[config.mk]
export PLATFORM = sky130hd
export DESIGN_NAME = ex_operand_stage
export DESIGN_NICKNAME = d
export VERILOG_FILES = /design/src/rtl/ex_operand_stage.sv
export SDC_FILE = /design/constraint.sdc
export NUM_CORES = 1
export LEC_CHECK = 0
export CAP_MARGIN = 20
export CORE_UTILIZATION = 43
export CTS_CLUSTER_DIAMETER = 60
export DETAILED_ROUTE_END_ITERATION = 12
export GPL_ROUTABILITY_DRIVEN = 0
export PLACE_DENSITY = 0.73
export SLEW_MARGIN = 20
export SYNTH_ARGS = -nofsm -noshare
export SYNTH_HDL_FRONTEND = slang
export SYNTH_SLANG_ARGS = --single-unit
[constraint.sdc]
create_clock -name CLK -period 1.8 [get_ports CLK]
set_input_delay 0.36 -clock CLK [delete_from_list [all_inputs] [get_ports CLK]]
set_output_delay 0.36 -clock CLK [all_outputs]
set_load 0.05 [all_outputs]
[src/rtl/ex_operand_stage.sv]
// Issue stage ahead of the ALU: decodes the ALU op, selects and forwards operands, and buffers entries in a 2-deep skid.
// One-cycle latency, full throughput; DEC_READY is registered and drops only when both head and skid are occupied.
module ex_operand_stage #(
    parameter int XLEN     = 32,
    parameter int REGIDX_W = 5
) (
    input  logic                CLK,
    input  logic                RST_n,
    input  logic                FLUSH,
    input  logic                DEC_VALID,
    output logic                DEC_READY,
    input  logic [6:0]          OPCODE,
    input  logic [2:0]          FUNCT3,
    input  logic                FUNCT7_5,
    input  logic [REGIDX_W-1:0] RS1_IDX,
    input  logic [REGIDX_W-1:0] RS2_IDX,
    input  logic [XLEN-1:0]     RS1_DATA,
    input  logic [XLEN-1:0]     RS2_DATA,
    input  logic [XLEN-1:0]     IMM,
    input  logic [XLEN-1:0]     PC,
    input  logic [REGIDX_W-1:0] RD_IDX,
    input  logic                WB_WE,
    input  logic [REGIDX_W-1:0] WB_RD,
    input  logic [XLEN-1:0]     WB_DATA,
    output logic                EX_VALID,
    input  logic                EX_READY,
    output logic [2:0]          ALU_OP,
    output logic                JALR,
    output logic [XLEN-1:0]     OP1,
    output logic [XLEN-1:0]     OP2,
    output logic [REGIDX_W-1:0] RD_OUT,
    output logic                ILLEGAL
);

    localparam logic [6:0] OPC_OP    = 7'b0110011;
    localparam logic [6:0] OPC_OPIMM = 7'b0010011;
    localparam logic [6:0] OPC_JALR  = 7'b1100111;
    localparam logic [6:0] OPC_LUI   = 7'b0110111;
    localparam logic [6:0] OPC_AUIPC = 7'b0010111;
    localparam int ENT_W = 3 + 1 + XLEN + XLEN + REGIDX_W + 1;

    typedef enum logic [1:0] {EMPTY, ONE, TWO} state_t;

    state_t state, next_state;

    logic [XLEN-1:0]  src1, src2;
    logic [2:0]       dec_alu_op;
    logic             dec_jalr;
    logic             dec_illegal;
    logic [XLEN-1:0]  dec_op1, dec_op2;
    logic [ENT_W-1:0] dec_ent, head_ent, skid_ent;

    logic accept, consume;
    logic head_from_dec, head_from_skid, skid_we;

    // Forwarding only applies at capture; buffered entries keep what they captured.
    always_comb begin
        src1 = RS1_DATA;
        if (RS1_IDX == '0)
            src1 = '0;
        else if (WB_WE && (WB_RD == RS1_IDX))
            src1 = WB_DATA;

        src2 = RS2_DATA;
        if (RS2_IDX == '0)
            src2 = '0;
        else if (WB_WE && (WB_RD == RS2_IDX))
            src2 = WB_DATA;
    end

    always_comb begin
        dec_alu_op  = 3'b000;
        dec_jalr    = 1'b0;
        dec_illegal = 1'b0;
        dec_op1     = src1;
        dec_op2     = IMM;
        case (OPCODE)
            OPC_OP, OPC_OPIMM: begin
                if (OPCODE == OPC_OP)
                    dec_op2 = src2;
                case (FUNCT3)
                    3'b000:  dec_alu_op = (OPCODE == OPC_OP && FUNCT7_5) ? 3'b010 : 3'b000;
                    3'b001:  dec_alu_op = 3'b001;
                    3'b100:  dec_alu_op = 3'b100;
                    3'b101:  dec_alu_op = FUNCT7_5 ? 3'b101 : 3'b011;
                    3'b111:  dec_alu_op = 3'b111;
                    default: dec_illegal = 1'b1;
                endcase
            end
            OPC_JALR:  dec_jalr = 1'b1;
            OPC_LUI:   dec_op1  = '0;
            OPC_AUIPC: dec_op1  = PC;
            default:   dec_illegal = 1'b1;
        endcase
        if (dec_illegal) begin
            dec_alu_op = 3'b110;
            dec_jalr   = 1'b0;
            dec_op1    = '0;
            dec_op2    = '0;
        end
    end

    assign dec_ent  = {dec_alu_op, dec_jalr, dec_op1, dec_op2, RD_IDX, dec_illegal};
    assign EX_VALID = (state != EMPTY);
    assign accept   = DEC_VALID && DEC_READY;
    assign consume  = EX_VALID && EX_READY;

    always_comb begin
        next_state     = state;
        head_from_dec  = 1'b0;
        head_from_skid = 1'b0;
        skid_we        = 1'b0;
        if (FLUSH) begin
            next_state = EMPTY;
        end else begin
            case (state)
                EMPTY: begin
                    if (accept) begin
                        next_state    = ONE;
                        head_from_dec = 1'b1;
                    end
                end
                ONE: begin
                    if (accept && consume) begin
                        head_from_dec = 1'b1;
                    end else if (accept) begin
                        next_state = TWO;
                        skid_we    = 1'b1;
                    end else if (consume) begin
                        next_state = EMPTY;
                    end
                end
                TWO: begin
                    if (consume) begin
                        next_state     = ONE;
                        head_from_skid = 1'b1;
                    end
                end
                default: next_state = EMPTY;
            endcase
        end
    end

    always_ff @(posedge CLK or negedge RST_n) begin
        if (!RST_n) begin
            state     <= EMPTY;
            DEC_READY <= 1'b0;
            head_ent  <= '0;
            skid_ent  <= '0;
        end else begin
            state     <= next_state;
            DEC_READY <= (next_state != TWO);
            if (head_from_dec)
                head_ent <= dec_ent;
            else if (head_from_skid)
                head_ent <= skid_ent;
            if (skid_we)
                skid_ent <= dec_ent;
        end
    end

    assign {ALU_OP, JALR, OP1, OP2, RD_OUT, ILLEGAL} = head_ent;

endmodule

==> results of run 1 <==
==> routing by layer <==
| layer | vias to the layer above | GRT usage, % | share of wire [%] |
|---|---|---|---|
| met1 | 4832 | 41.1 | 40 |
| met3 | 72 | 7.25 | 9.1 |
| met4 | 4 | 12.2 | 2.8 |
| li1 | 4518 | - | - |
| met5 | - | 0 | 0.077 |
| met2 | 553 | 54.6 | 48 |
==> power groups by stage <==
stage | combinational [mW] | clock, mW | sequential, mW
floorplan | 0.935 | 0 | 4.56
global placement | 2.51 | 0 | 4.21
detailed placement | 2.55 | 0 | 4.23
CTS | 2.60 | 3.74 | 4.17
global route | 2.86 | 3.87 | 4.24
finish | 2.68 | 3.71 | 4.19
==> cell type report <==
type	count	area share (%)
Antenna cell	1	0.0178
Clock buffer	18	3.12
Clock inverter	14	1.16
Inverter	3	0.0800
Multi-Input combinational cell	747	36.6
Sequential cell	151	26.9
Tap cell	270	2.40
Timing Repair Buffer	427	29.8
==> critical path: stages <==
cell and delay (ns):
sky130_fd_sc_hd__clkdlybuf4s15_2 0.19, sky130_fd_sc_hd__or4_4 0.62, sky130_fd_sc_hd__buf_4 0.18, sky130_fd_sc_hd__a2bb2oi_4 0.16
sky130_fd_sc_hd__buf_12 0.17, sky130_fd_sc_hd__a221oi_1 0.28, sky130_fd_sc_hd__a21oi_1 0.11
==> logic make-up after synthesis <==
logic type / count (synthesis) / share of synthesized area [%]
AO/OA/AOI/OAI: 425 / 33.0
AND/OR/NAND/NOR: 289 / 17.2
flip-flops: 151 / 42.2
buffers and inverters: 95 / 4.61
multiplexers: 15 / 1.73
XOR/XNOR: 13 / 1.27
==> path summary, 6_finish.rpt <==
check,from,end,cells after the start
max,RS1_IDX[1],skid_ent[63],7
min,RST_n,head_ent[53],2
max reg2reg,state[1],head_ent[46],6
min reg2reg,skid_ent[3],skid_ent[3],2
max in group asynchronous,RST_n,head_ent[52],3
min in group CLK,skid_ent[3],skid_ent[3],2
==> layout by cell type (no fill, tap or decap), types with 5 or more instances in the layout <==
cell type	instances
sky130_fd_sc_hd__buf_4	181
sky130_fd_sc_hd__clkdlybuf4s50_1	173
sky130_fd_sc_hd__dfrtp_1	150
sky130_fd_sc_hd__nand2_1	103
sky130_fd_sc_hd__a21oi_1	60
sky130_fd_sc_hd__o21ai_1	59
sky130_fd_sc_hd__a22oi_1	56
sky130_fd_sc_hd__o21ai_0	53
sky130_fd_sc_hd__nand3_1	47
sky130_fd_sc_hd__o31ai_1	33
sky130_fd_sc_hd__buf_12	32
sky130_fd_sc_hd__a31oi_1	26
sky130_fd_sc_hd__a21o_1	24
sky130_fd_sc_hd__nor2_1	21
sky130_fd_sc_hd__nor3_1	21
sky130_fd_sc_hd__a211oi_1	21
sky130_fd_sc_hd__a311oi_2	19
sky130_fd_sc_hd__and4_4	19
sky130_fd_sc_hd__and2_1	18
sky130_fd_sc_hd__a221oi_1	17
sky130_fd_sc_hd__clkbuf_16	17
sky130_fd_sc_hd__dlygate4sd2_1	14
sky130_fd_sc_hd__mux2i_1	11
sky130_fd_sc_hd__a221oi_2	11
sky130_fd_sc_hd__buf_6	11
sky130_fd_sc_hd__nor2b_1	10
sky130_fd_sc_hd__a21boi_1	9
sky130_fd_sc_hd__xnor2_1	8
sky130_fd_sc_hd__and3_1	7
sky130_fd_sc_hd__or2_4	6
sky130_fd_sc_hd__and3b_1	5
sky130_fd_sc_hd__or3_1	5
sky130_fd_sc_hd__dlymetal6s2s_1	5
sky130_fd_sc_hd__buf_8	5
==> per-stage QoR <==
stage               TNS (ns)  utilization [%]  total power, mW  area, sq um  hold WS [ns]
floorplan              -3.36                -             5.49         8960        0.0644
global placement      -70.27             63.6             6.72        12900         0.274
detailed placement    -75.26             63.6             6.78        12900         0.275
CTS                  -0.0821             68.0             10.5        13800         0.392
global route         -0.0997             69.3             11.0        14100         0.418
finish                     0             69.3             10.6        14100         0.390
==> sequential cells by signal (all words and copies together), names as in the netlist <==
signal and flops:
state 2, DEC_READY 1, skid_ent 74, head_ent 74
==> repair_timing <==
action / CTS / global route
cloned: 8 / 1
setup buffers: 10 / 6
endpoints found under the setup margin: 115 / 124
gates resized for setup: 53 / 54
pin swaps: 32 / 15
hold endpoints to repair: 27 / 0
hold buffers: 1 / 0
==> impl_metrics.tcl, run 1 <==
set metrics [dict create \
    worst-r2r-setup-slack_ns 0.09 \
    synth_edf_count 0 \
    ctsRootBufferMaster "sky130_fd_sc_hd__clkbuf_16" \
    areaGrowthSynthToFinish_pct 57.2 \
    slew_at_the_pin_closest_to_its_max_slew_limit_ns 0.361 \
    post_synth_instance_area_sq_um 8950 \
    place.port_buffers 272 \
    combinationalPowerShare_pct 25.4 \
    drive_gt1_share_pct 26.7 \
    timing.final.setup_violations 0 \
    grt.overflow.total 0 \
    hold_viol 0 \
    max-clock-path-buffers 2 \
    path_clk_slew_ns 0.07 \
    clock_tree_from_tritoncts "built" \
    via_count 9979 \
    synth_top_cell_by_area "sky130_fd_sc_hd__dfrtp_1" \
    die_area_sq_um 21400 \
    drt_first_pass_iters 5 \
    yosys_most_used_dff "sky130_fd_sc_hd__dfrtp_1" \
    detail_route.wl_per_cell_microns 21.6 \
    tritoncts.num_buffers 17 \
    final-seq-area_sq_um 3780 \
    synth-seq-cells 151 \
    source_to_sink_clock_delay_at_the_later_pin_of_the_worst_skew_pair_ns 0.42 \
    worst_setup_path_end_kind "flip-flop" \
    finalNonFillerCells 1631 \
    yosys-top-cells-area "sky130_fd_sc_hd__dfrtp_1 42%, sky130_fd_sc_hd__a22oi_1 4.7%, sky130_fd_sc_hd__nand2_1 4.4%" \
    critical_path_class "in2reg" \
    total_count_of_max_transition_violations_in_the_final_report 0 \
    antenna_found_initial 3 \
    numnets_final 1544 \
    synth_async_sr_flop_share_pct 100 \
    layout.filler_cells 1573 \
    fp.dieH_microns 146 \
    timing.critical_path.fanout_max 33 \
    max-cap-violations 0 \
    placed_cells 1576 \
    critical_path.startpoint_type "primary input" \
    swShare_pct 31.4 \
    fmaxAchievable_mhz 556 \
    layout_min_cycle_time_ns 1.80 \
    synth_cell_type_count 60 \
    placement_rows 52 \
    floorplan.initialDensity_pct 44.1 \
    synth.most_common_cell "sky130_fd_sc_hd__dfrtp_1" \
    arrival_ns 2.09 \
    number_of_warning_messages_in_the_yosys_log 0 \
    min_period_over_period_pct 99.9 \
    relSlewSlack_pct 75.8 \
    drt_iter0_drc 910 \
    multi_input_area_sq_um 5140 \
    ios 273 \
    synth_commonest_cells "151 x sky130_fd_sc_hd__dfrtp_1, 104 x sky130_fd_sc_hd__nand2_1, 64 x sky130_fd_sc_hd__clkbuf_1, 62 x sky130_fd_sc_hd__a21oi_1, 57 x sky130_fd_sc_hd__o21ai_1" \
    synthesis.nets 1185 \
    synthesis.instances 988 \
    routed_wirelength_microns 35200 \
    hold_path_class "in2async" \
    p_seq_share_pct 39.6 \
    total_switching_power_mw 3.32 \
    power.ir.vdd_worst_v 0.000672 \
    cts_sinks 151 \
    synth_sequential_area_ratio_pct 42.2 \
    number_of_global_route_vias_before_repair 9862 \
    drcViolationCount 0 \
    crit_required_ns 2.09 \
    cts_htree_levels 4 \
    clock_power_share_pct 35.1 \
    die_w_microns 146 \
    final.setup_skew_ns 0.00821 \
    place.detailed.hpwl_microns 24400 \
    power.internal_mw 7.26 \
    p_per_area_nw_per_um2 752 \
    pre_cts_setup_slack_ns -0.797 \
    largest_net_degree_at_the_start_of_global_routing 55 \
    grt_first_pass_wirelength_microns 54100 \
    synth_top_area_share_pct 42.2 \
    detail-route-antenna-nets 0 \
    placeableCoreArea_sq_um 20300 \
    grtUsageTotal_pct 32.6 \
    fin_ws_ns 0.00207 \
    postSynthAreaPerCell_sq_um 9.06 \
    viasPerCell 6.12 \
    run_status "completed" \
    rsz_0062_raised_after_global_routing "yes" \
    leakage_nw 5.93 \
]
(Power assumes the default switching activity.)
==> run 2, diff against run 1 <==
--- a/config.mk
+++ b/config.mk
@@ -6,6 +6,7 @@
 export NUM_CORES = 1
 export LEC_CHECK = 0
 export CAP_MARGIN = 20
+export CORE_MARGIN = 5
 export CORE_UTILIZATION = 43
 export CTS_CLUSTER_DIAMETER = 60
 export DETAILED_ROUTE_END_ITERATION = 12
==> impl_metrics.tcl, run 2 (same netlist as run 1, synthesis figures left out) <==
set metrics [dict create \
    drive_gt1_share_pct 27.4 \
    placement_rows 52 \
    viasPerCell 6.16 \
    die_area_sq_um 23800 \
    antenna_found_initial 2 \
    grtUsageTotal_pct 29.0 \
    detail-route-antenna-nets 0 \
    rsz_0062_raised_after_global_routing "yes" \
    crit_required_ns 2.11 \
    numnets_final 1550 \
    combinationalPowerShare_pct 25.2 \
    detail_route.wl_per_cell_microns 22.3 \
    p_per_area_nw_per_um2 753 \
    path_clk_slew_ns 0.06 \
    leakage_nw 5.94 \
    fmaxAchievable_mhz 559 \
    fin_total_pwr_mw 10.7 \
    drcViolationCount 0 \
    max-clock-path-buffers 2 \
    final.setup_skew_ns 0.00811 \
    fin_tns_setup_ns 0 \
    critical_path.startpoint_type "primary input" \
    areaGrowthSynthToFinish_pct 58.1 \
    clock_power_share_pct 35.5 \
    place.port_buffers 272 \
    largest_net_degree_at_the_start_of_global_routing 65 \
    die_w_microns 154 \
    layout_top_registers "head_ent (74), skid_ent (74), state (2)" \
    placeableCoreArea_sq_um 20400 \
    hold_path_class "in2async" \
    p_seq_share_pct 39.2 \
    worst_setup_path_end_kind "flip-flop" \
    drt_iter0_drc 777 \
    layout_min_cycle_time_ns 1.79 \
    grt.overflow.total 0 \
    fp.dieH_microns 154 \
    grt_first_pass_wirelength_microns 55200 \
    via_count 10064 \
    layout.cells.most_common "sky130_fd_sc_hd__buf_4" \
    run_status "completed" \
    place.detailed.hpwl_microns 25400 \
    ctsRootBufferMaster "sky130_fd_sc_hd__clkbuf_16" \
    power.ir.vdd_worst_v 0.000597 \
    max-cap-violations 0 \
    slew_at_the_pin_closest_to_its_max_slew_limit_ns 0.436 \
    number_of_global_route_vias_before_repair 10060 \
    timing.critical_path.fanout_max 19 \
    arrival_ns 2.10 \
    critical_path_class "in2reg" \
    fin_ws_ns 0.0111 \
    final_area_sq_um 14200 \
    total_count_of_max_transition_violations_in_the_final_report 0 \
    min_period_over_period_pct 99.4 \
    relSlewSlack_pct 70.7 \
    clock_tree_from_tritoncts "built" \
    source_to_sink_clock_delay_at_the_later_pin_of_the_worst_skew_pair_ns 0.43 \
    ios 273 \
    routed_wirelength_microns 36400 \
    layout.cells.most_common_list "188 x sky130_fd_sc_hd__buf_4, 173 x sky130_fd_sc_hd__clkdlybuf4s50_1, 150 x sky130_fd_sc_hd__dfrtp_1" \
    tritoncts.num_buffers 17 \
    swShare_pct 30.3 \
    cts_sinks 151 \
    hold_viol 0 \
    antennaDiodeCount 0 \
    cts_htree_levels 4 \
    dpl-instance-area_sq_um 12900 \
    total_switching_power_mw 3.23 \
    drt_first_pass_iters 6 \
    postLayoutCoreUtil_pct 69.5 \
    power.internal_mw 7.43 \
    floorplan.initialDensity_pct 44.0 \
    pre_cts_setup_slack_ns -0.769 \
    timing.final.setup_violations 0 \
]
[run 2: cell count changes in the layout (fill, tap and decap cells not counted), sizes merged]
| cell | before | now |
|---|---|---|
| dlygate4sd2 | 14 | 15 |
| or2 | 7 | 8 |
| clkinvlp | 1 | 4 |
| diode | 1 | 0 |
| inv | 10 | 5 |
| clkbuf | 18 | 22 |
| bufinv | 2 | 4 |
| clkinv | 4 | 2 |
| dlymetal6s2s | 5 | 2 |
| clkdlybuf4s15 | 4 | 1 |
| buf | 230 | 236 |
[run 2: final timing paths]
| path | startpoint | endpoint | slack, ns | cells after the start |
|---|---|---|---|---|
| worst max-delay path | WB_RD[2] | skid_ent[62] | 0.01 | 8 |
| worst min-delay path | RST_n | head_ent[54] | 0.35 | 2 |
| worst max register to register | state[1] | head_ent[34] | 0.10 | 6 |
| worst min register to register | skid_ent[0] | skid_ent[0] | 0.48 | 2 |
| max in group asynchronous | RST_n | skid_ent[17] | 0.80 | 3 |
| min in group CLK | FUNCT3[1] | head_ent[71] | 0.45 | 5 |
[run 2: repair_timing]
action | 4_1_cts | 5_1_grt
hold buffers | 1 | 0
pin swaps | 32 | 19
setup endpoints to repair | 128 | 72
hold endpoints to repair | 18 | 0
buffers inserted | 11 | 2
cloned | 9 | 2
resized for setup | 55 | 50
[run 2: layout make-up]
type,instances,area (sq um)
Timing Repair Buffer,432,4250
Inverter,3,11.3
Clock inverter,12,178
Sequential cell,151,3780
Fill cell,1550,6210
Clock buffer,18,429
Tap cell,270,338
Multi-Input combinational cell,748,5160
[run 2: metrics by stage]
step,std cells,hold WS [ns]
final,1634,0.354
after global routing,1634,0.354
after CTS,1630,0.345
after detailed placement,1579,0.232
after global placement,1579,0.229
after floorplan,988,0.0644
[run 2: critical path: stages]
cell	delay, ns
sky130_fd_sc_hd__clkdlybuf4s50_1	0.52
sky130_fd_sc_hd__buf_4	0.16
sky130_fd_sc_hd__xnor2_2	0.12
sky130_fd_sc_hd__and2_4	0.19
sky130_fd_sc_hd__buf_12	0.16
sky130_fd_sc_hd__and4_4	0.24
sky130_fd_sc_hd__a311oi_4	0.04
sky130_fd_sc_hd__o31ai_1	0.29
[run 2: power by group through the flow]
stage	clock network, mW	registers (mW)	logic (mW)
6_report	3.79	4.18	2.69
5_1_grt	3.96	4.23	2.87
4_1_cts	3.81	4.17	2.63
3_5_place_dp	0	4.23	2.58
3_3_place_gp	0	4.20	2.52
2_1_floorplan	0	4.56	0.935
[run 2: metal layers]
layer  GRT usage, %  vias up  part of all wire (%)
met5              0        -                 0.074
met4           11.1        4                   3.7
met3           7.60       95                   9.6
met2           48.6      613                    49
met1           35.9     4810                    38
li1               -     4542                     -
